## config.mk

```make
export PLATFORM = sky130hd
export DESIGN_NAME = oh_csa_acc
export DESIGN_NICKNAME = d
export VERILOG_FILES = /design/src/rtl/oh_csa_acc_pkg.sv /design/src/rtl/oh_csa42.sv /design/src/rtl/oh_csa_acc.sv
export SDC_FILE = /design/constraint.sdc
export NUM_CORES = 1
export LEC_CHECK = 0
export CAP_MARGIN = 20
export CORE_MARGIN = 3
export CORE_UTILIZATION = 30
export CTS_CLUSTER_DIAMETER = 40
export CTS_CLUSTER_SIZE = 8
export DETAILED_ROUTE_END_ITERATION = 12
export GPL_TIMING_DRIVEN = 0
export HOLD_SLACK_MARGIN = 0.03
export SLEW_MARGIN = 20
export SYNTH_ARGS = -nofsm -noshare
export SYNTH_HDL_FRONTEND = slang
export SYNTH_SLANG_ARGS = --single-unit
```

## constraint.sdc

```tcl
create_clock -name clk -period 3.3 [get_ports clk]
set_input_delay 0.33 -clock clk [delete_from_list [all_inputs] [get_ports clk]]
set_output_delay 0.33 -clock clk [all_outputs]
set_load 0.05 [all_outputs]
```

## src/rtl/oh_csa_acc_pkg.sv

```systemverilog
// Shared types and sizing helpers for the carry-save accumulator.
package oh_csa_acc_pkg;

  typedef enum logic [1:0] {
    ST_ACC = 2'd0,
    ST_RES = 2'd1,
    ST_OUT = 2'd2
  } state_e;

  localparam int DW_DEF = 32;
  localparam int CW_DEF = 8;
  localparam int NCHUNK = DW_DEF / CW_DEF;

  // A single-chunk configuration still needs a 1-bit counter.
  function automatic int cnt_w(input int nchunk);
    return (nchunk > 1) ? $clog2(nchunk) : 1;
  endfunction

endpackage

```

## src/rtl/oh_csa42.sv

```systemverilog
// One row of 4:2 compressors: in0+in1+in2+in3+cin = s + 2*c + 2*cout per bit.
module oh_csa42 #(
  parameter int DW = 32
) (
  input  logic [DW-1:0] in0,
  input  logic [DW-1:0] in1,
  input  logic [DW-1:0] in2,
  input  logic [DW-1:0] in3,
  input  logic [DW-1:0] cin,
  output logic [DW-1:0] s,
  output logic [DW-1:0] c,
  output logic [DW-1:0] cout
);

  logic [DW-1:0] t_s;

  // cout depends only on in0..in2, so chaining cout into the next cin never loops.
  assign t_s  = in0 ^ in1 ^ in2;
  assign cout = (in0 & in1) | (in0 & in2) | (in1 & in2);
  assign s    = t_s ^ in3 ^ cin;
  assign c    = (t_s & in3) | (t_s & cin) | (in3 & cin);

endmodule

```

## src/rtl/oh_csa_acc.sv

```systemverilog
// Carry-save accumulator with chunked multi-cycle resolve.
// Optional overflow tracking enabled by defining OH_CSA_ACC_OVF_EN.
module oh_csa_acc
  import oh_csa_acc_pkg::*;
#(
  parameter int DW = 32,
  parameter int CW = 8
) (
  input  logic          clk,
  input  logic          nreset,
  input  logic          in_valid,
  output logic          in_ready,
  input  logic [DW-1:0] in_a,
  input  logic [DW-1:0] in_b,
  input  logic          in_last,
  output logic          out_valid,
  input  logic          out_ready,
  output logic [DW-1:0] out_data,
  output logic          out_ovf
);

  localparam int NCH = DW / CW;
  localparam int KW  = cnt_w(NCH);
  localparam logic [KW-1:0] K_LAST = KW'(NCH - 1);

  state_e        state_q, state_d;
  logic [DW-1:0] acc_s_q, acc_s_d;
  logic [DW-1:0] acc_c_q, acc_c_d;
  logic [KW-1:0] k_q, k_d;
  logic          carry_q, carry_d;
  logic [DW-1:0] res_q, res_d;
  logic          in_ready_q, in_ready_d;
  logic          out_valid_q, out_valid_d;

  logic [DW-1:0] s_s, c_s, cout_s, cin_s;
  logic [CW-1:0] chunk_a_s, chunk_b_s;
  logic [CW:0]   sum_s;

`ifdef OH_CSA_ACC_OVF_EN
  logic ovf_q, ovf_d;
  logic ovf_out_q, ovf_out_d;
`endif

  // Ripple the row's cout into the next bit's cin; cout[DW-1] falls off the top.
  assign cin_s = cout_s << 32'd1;

  oh_csa42 #(.DW(DW)) u_row (
    .in0  (acc_s_q),
    .in1  (acc_c_q),
    .in2  (in_a),
    .in3  (in_b),
    .cin  (cin_s),
    .s    (s_s),
    .c    (c_s),
    .cout (cout_s)
  );

  assign chunk_a_s = acc_s_q[k_q*CW +: CW];
  assign chunk_b_s = acc_c_q[k_q*CW +: CW];
  assign sum_s     = {1'b0, chunk_a_s} + {1'b0, chunk_b_s} + {{CW{1'b0}}, carry_q};

  // Next-state logic for the accumulate / resolve / output sequence.
  always_comb begin
    state_d     = state_q;
    acc_s_d     = acc_s_q;
    acc_c_d     = acc_c_q;
    k_d         = k_q;
    carry_d     = carry_q;
    res_d       = res_q;
    in_ready_d  = in_ready_q;
    out_valid_d = out_valid_q;
`ifdef OH_CSA_ACC_OVF_EN
    ovf_d       = ovf_q;
    ovf_out_d   = ovf_out_q;
`endif
    case (state_q)
      ST_ACC: begin
        if (in_valid) begin
          acc_s_d = s_s;
          acc_c_d = c_s << 32'd1;
`ifdef OH_CSA_ACC_OVF_EN
          ovf_d = ovf_q | c_s[DW-1] | cout_s[DW-1];
`endif
          if (in_last) begin
            state_d    = ST_RES;
            k_d        = {KW{1'b0}};
            carry_d    = 1'b0;
            in_ready_d = 1'b0;
          end else begin
            state_d = ST_ACC;
          end
        end else begin
          state_d = ST_ACC;
        end
      end
      ST_RES: begin
        res_d[k_q*CW +: CW] = sum_s[CW-1:0];
        carry_d             = sum_s[CW];
        if (k_q == K_LAST) begin
          state_d     = ST_OUT;
          out_valid_d = 1'b1;
`ifdef OH_CSA_ACC_OVF_EN
          ovf_out_d = ovf_q | sum_s[CW];
`endif
        end else begin
          k_d = k_q + KW'(1);
        end
      end
      ST_OUT: begin
        if (out_ready) begin
          state_d     = ST_ACC;
          acc_s_d     = {DW{1'b0}};
          acc_c_d     = {DW{1'b0}};
          in_ready_d  = 1'b1;
          out_valid_d = 1'b0;
`ifdef OH_CSA_ACC_OVF_EN
          ovf_d = 1'b0;
`endif
        end else begin
          state_d = ST_OUT;
        end
      end
      default: begin
        state_d     = ST_ACC;
        acc_s_d     = {DW{1'b0}};
        acc_c_d     = {DW{1'b0}};
        in_ready_d  = 1'b1;
        out_valid_d = 1'b0;
      end
    endcase
  end

  // State and output registers; reset discards any partial transaction.
  always_ff @(posedge clk or negedge nreset) begin
    if (!nreset) begin
      state_q     <= ST_ACC;
      acc_s_q     <= {DW{1'b0}};
      acc_c_q     <= {DW{1'b0}};
      k_q         <= {KW{1'b0}};
      carry_q     <= 1'b0;
      res_q       <= {DW{1'b0}};
      in_ready_q  <= 1'b1;
      out_valid_q <= 1'b0;
`ifdef OH_CSA_ACC_OVF_EN
      ovf_q       <= 1'b0;
      ovf_out_q   <= 1'b0;
`endif
    end else begin
      state_q     <= state_d;
      acc_s_q     <= acc_s_d;
      acc_c_q     <= acc_c_d;
      k_q         <= k_d;
      carry_q     <= carry_d;
      res_q       <= res_d;
      in_ready_q  <= in_ready_d;
      out_valid_q <= out_valid_d;
`ifdef OH_CSA_ACC_OVF_EN
      ovf_q       <= ovf_d;
      ovf_out_q   <= ovf_out_d;
`endif
    end
  end

  assign in_ready  = in_ready_q;
  assign out_valid = out_valid_q;
  assign out_data  = res_q;
`ifdef OH_CSA_ACC_OVF_EN
  assign out_ovf   = ovf_out_q;
`else
  assign out_ovf   = 1'b0;
`endif

endmodule

```

==> impl_metrics.tcl <==
set metrics [dict create \
    drtIter0Drc 248 \
    min_period_ps 3138 \
    muxShareOfSynthArea_pct 6.179 \
    area_delta_synth_final_pct 30.36 \
    crit_path_start_kind "flop" \
    cts_tree "built" \
    drive_gt1_share_pct 12.84 \
    cpMostUsedCell "fa_1" \
    dp.cells 786 \
    grt_first_pass_wirelength_um 25870 \
    vias 4049 \
    dp_hpwl_um 12690 \
    drtPass1Iterations 4 \
    die_area_sq_um 21080 \
    synth_sequential_area_ratio_pct 43.94 \
    syn_area_sq_um 5812 \
    synth_cell_types 46 \
    gp_congestion 0.8754 \
    max_slew.worst_pin.slew_ps 632.2 \
    p_per_area_nw_per_um2 1098 \
    regArea_sq_um 2556 \
    fillCellCount 1770 \
    drv_slew 0 \
    post-route-period-util_pct 95.09 \
    cts_made_buffers 9 \
    finalHoldViolCount 0 \
    vias_per_cell 5.030 \
    antenna_cells 0 \
    post-route-drc-count 0 \
    worstSkewPairLatency_ps 350 \
    required_ps 3520 \
    synthesis.nets 569 \
    io_buffers 102 \
    crit_arrival_ps 3360 \
    synthArstFlopShare_pct 100.0 \
    crit_path_max_fanout 10 \
    cpMaxStageDelayCell "mux4_2" \
    grt_pass1_vias 4500 \
    slew_headroom_pct 57.85 \
    synthAdderAreaFrac_pct 24.59 \
    path_cells "buf_6, mux4_2, fa_1, inv_1, fa_1, nor2b_4, o31a_1, or4_1, o311ai_4, o21ai_2" \
    synthSimpleGateAreaFrac_pct 5.899 \
    cts_sinks 102 \
    layout_commonest_cell "clkdlybuf4s50_1" \
    drv_cap 0 \
    syn_inst 423 \
    cts-htree-levels 3 \
    status "finished, final reports clean" \
    layout_common_cells "101 x clkdlybuf4s50_1, 99 x dfrtp_1, 72 x a22o_1, 62 x fa_1, 38 x nand2_1" \
    multi_input_area_sq_um 3142 \
    fin_cells 805 \
    ioPinCount 104 \
    syn_avg_cell_area_sq_um 13.74 \
    antenna_found_initial 0 \
    synth_edf_count 0 \
    ys.warnings.count 0 \
    ant_nets 0 \
    synthFlopType "dfrtp_1" \
    synth_compound_area_share_pct 16.04 \
    critical_path_class "reg -> reg" \
    die_y_um 145.2 \
    finalClockSkew_ps 8.931 \
    synth_top_family_by_area "adder cells" \
    num_rows 50 \
    totalWireLength_um 15770 \
    setup_tns_ps 0 \
    hold_path.class "in -> async" \
    grt_max_degree 66 \
    coreArea_sq_um 18890 \
    ys_ff_latch 102 \
    cts_root_buf "clkbuf_16" \
    total_power_w 0.008320 \
    setup_viol_count_final 0 \
    rsz0062_at_grt "no" \
    max_stage_delay_ps 550 \
    path_clk_slew_ps 70 \
    synth_xor_xnor_area_share_pct 0.9042 \
    track_usage_pct 15.65 \
    globalRoute.totalOverflow 0 \
    die_w_um 145.2 \
    ir_drop_mv 0.3942 \
    power.leakage_nw 3.255 \
    nets 688 \
    fmax_mhz 318.7 \
    endpoint_kind "flop" \
    initial_utilization_pct 30.76 \
    clk_path_buf_depth 2 \
    final_core_util_pct 40.10 \
    wl_per_cell_um 19.59 \
]
## layer usage
| metal | track usage [%] | wire length, um |
|---|---|---|
| met4 | 4.843 | 364 |
| met5 | 0 | 0 |
| met1 | 19.87 | 6636 |
| met2 | 27.04 | 7955 |
| met3 | 3.186 | 810 |
## registers in the layout (all words and copies together), names as in the netlist
signal	count
acc_c_q	31
acc_s_q	32
carry_q	1
in_ready	1
k_q	2
out_data	32
out_valid	1
state_q	2
## kinds of logic after synthesis
logic type | Yosys count
buf+inv | 30
compound gates | 122
xor+xnor | 6
simple gates | 68
flops | 102
mux | 17
fa+ha+maj | 77
other cells | 1
## power breakdown
| part | switching (W) | internal [W] | leakage (nW) |
|---|---|---|---|
| logic | 0.00273 | 0.00212 | 1.78 |
| registers | 0.000573 | 0.00176 | 1.33 |
| clock network | 0.000457 | 0.000675 | 0.150 |
## critical path: cells and delay by family, from the launching register on
| kind | cells | cell delay (ps) |
|---|---|---|
| compound gates | 3 | 540 |
| flops | 1 | 420 |
| simple gates | 2 | 530 |
| buf+inv | 2 | 280 |
| mux | 1 | 550 |
| fa+ha+maj | 2 | 690 |
## timing repair
item                                   4_1_cts  5_1_grt
resized for setup                            5        3
hold buffers                                 1        0
endpoints found under the hold margin       37        0
setup endpoints to repair                    5       10
buffers inserted                             0        5
## final cells by class
type                       instances  area share, %
clock inverter                     4         0.9579
tap                              260          4.294
multi-input combinational        291          41.47
buffer                            20          1.453
inverter                           9         0.4459
timing repair buffer             109          14.48
sequential                       102          33.74
clock buffer                      10          3.154
## final timing paths
check                        startpoint            to  slack, ps  cells after the start
max reg2reg                      k_q[0]  out_data[22]        160                     10
min reg2reg                out_data[30]  out_data[30]        490                      2
max in group asynchronous        nreset      in_ready       2200                      3
max                              k_q[0]  out_data[22]        160                     10
min in group clk           out_data[30]  out_data[30]        490                      2
min                              nreset  out_data[21]        450                      2
## metrics by stage
stage,setup WS (ps),hold WS [ps],instance area [sq um]
after floorplan,205.2,34.41,5812
after global placement,-1865,469.1,7158
after detailed placement,-281.7,252.2,7187
after CTS,7.797,462.6,7531
after global routing,31.83,492.2,7576
final,162.0,449.7,7576
## synth_stat cells (5+ instances only)
cell type / instances / area [sq um]
ha_1: 15 / 187.7
a21oi_1: 7 / 35.03
nor2_1: 5 / 18.77
dfrtp_1: 101 / 2527
buf_2: 12 / 60.06
a22o_1: 72 / 630.6
o21ai_0: 22 / 110.1
o21ai_1: 5 / 25.02
inv_1: 9 / 33.78
mux4_2: 15 / 337.8
clkbuf_1: 6 / 22.52
fa_1: 62 / 1241
nand2_1: 38 / 142.6
Note: power is estimated with default switching activity, not from simulation.
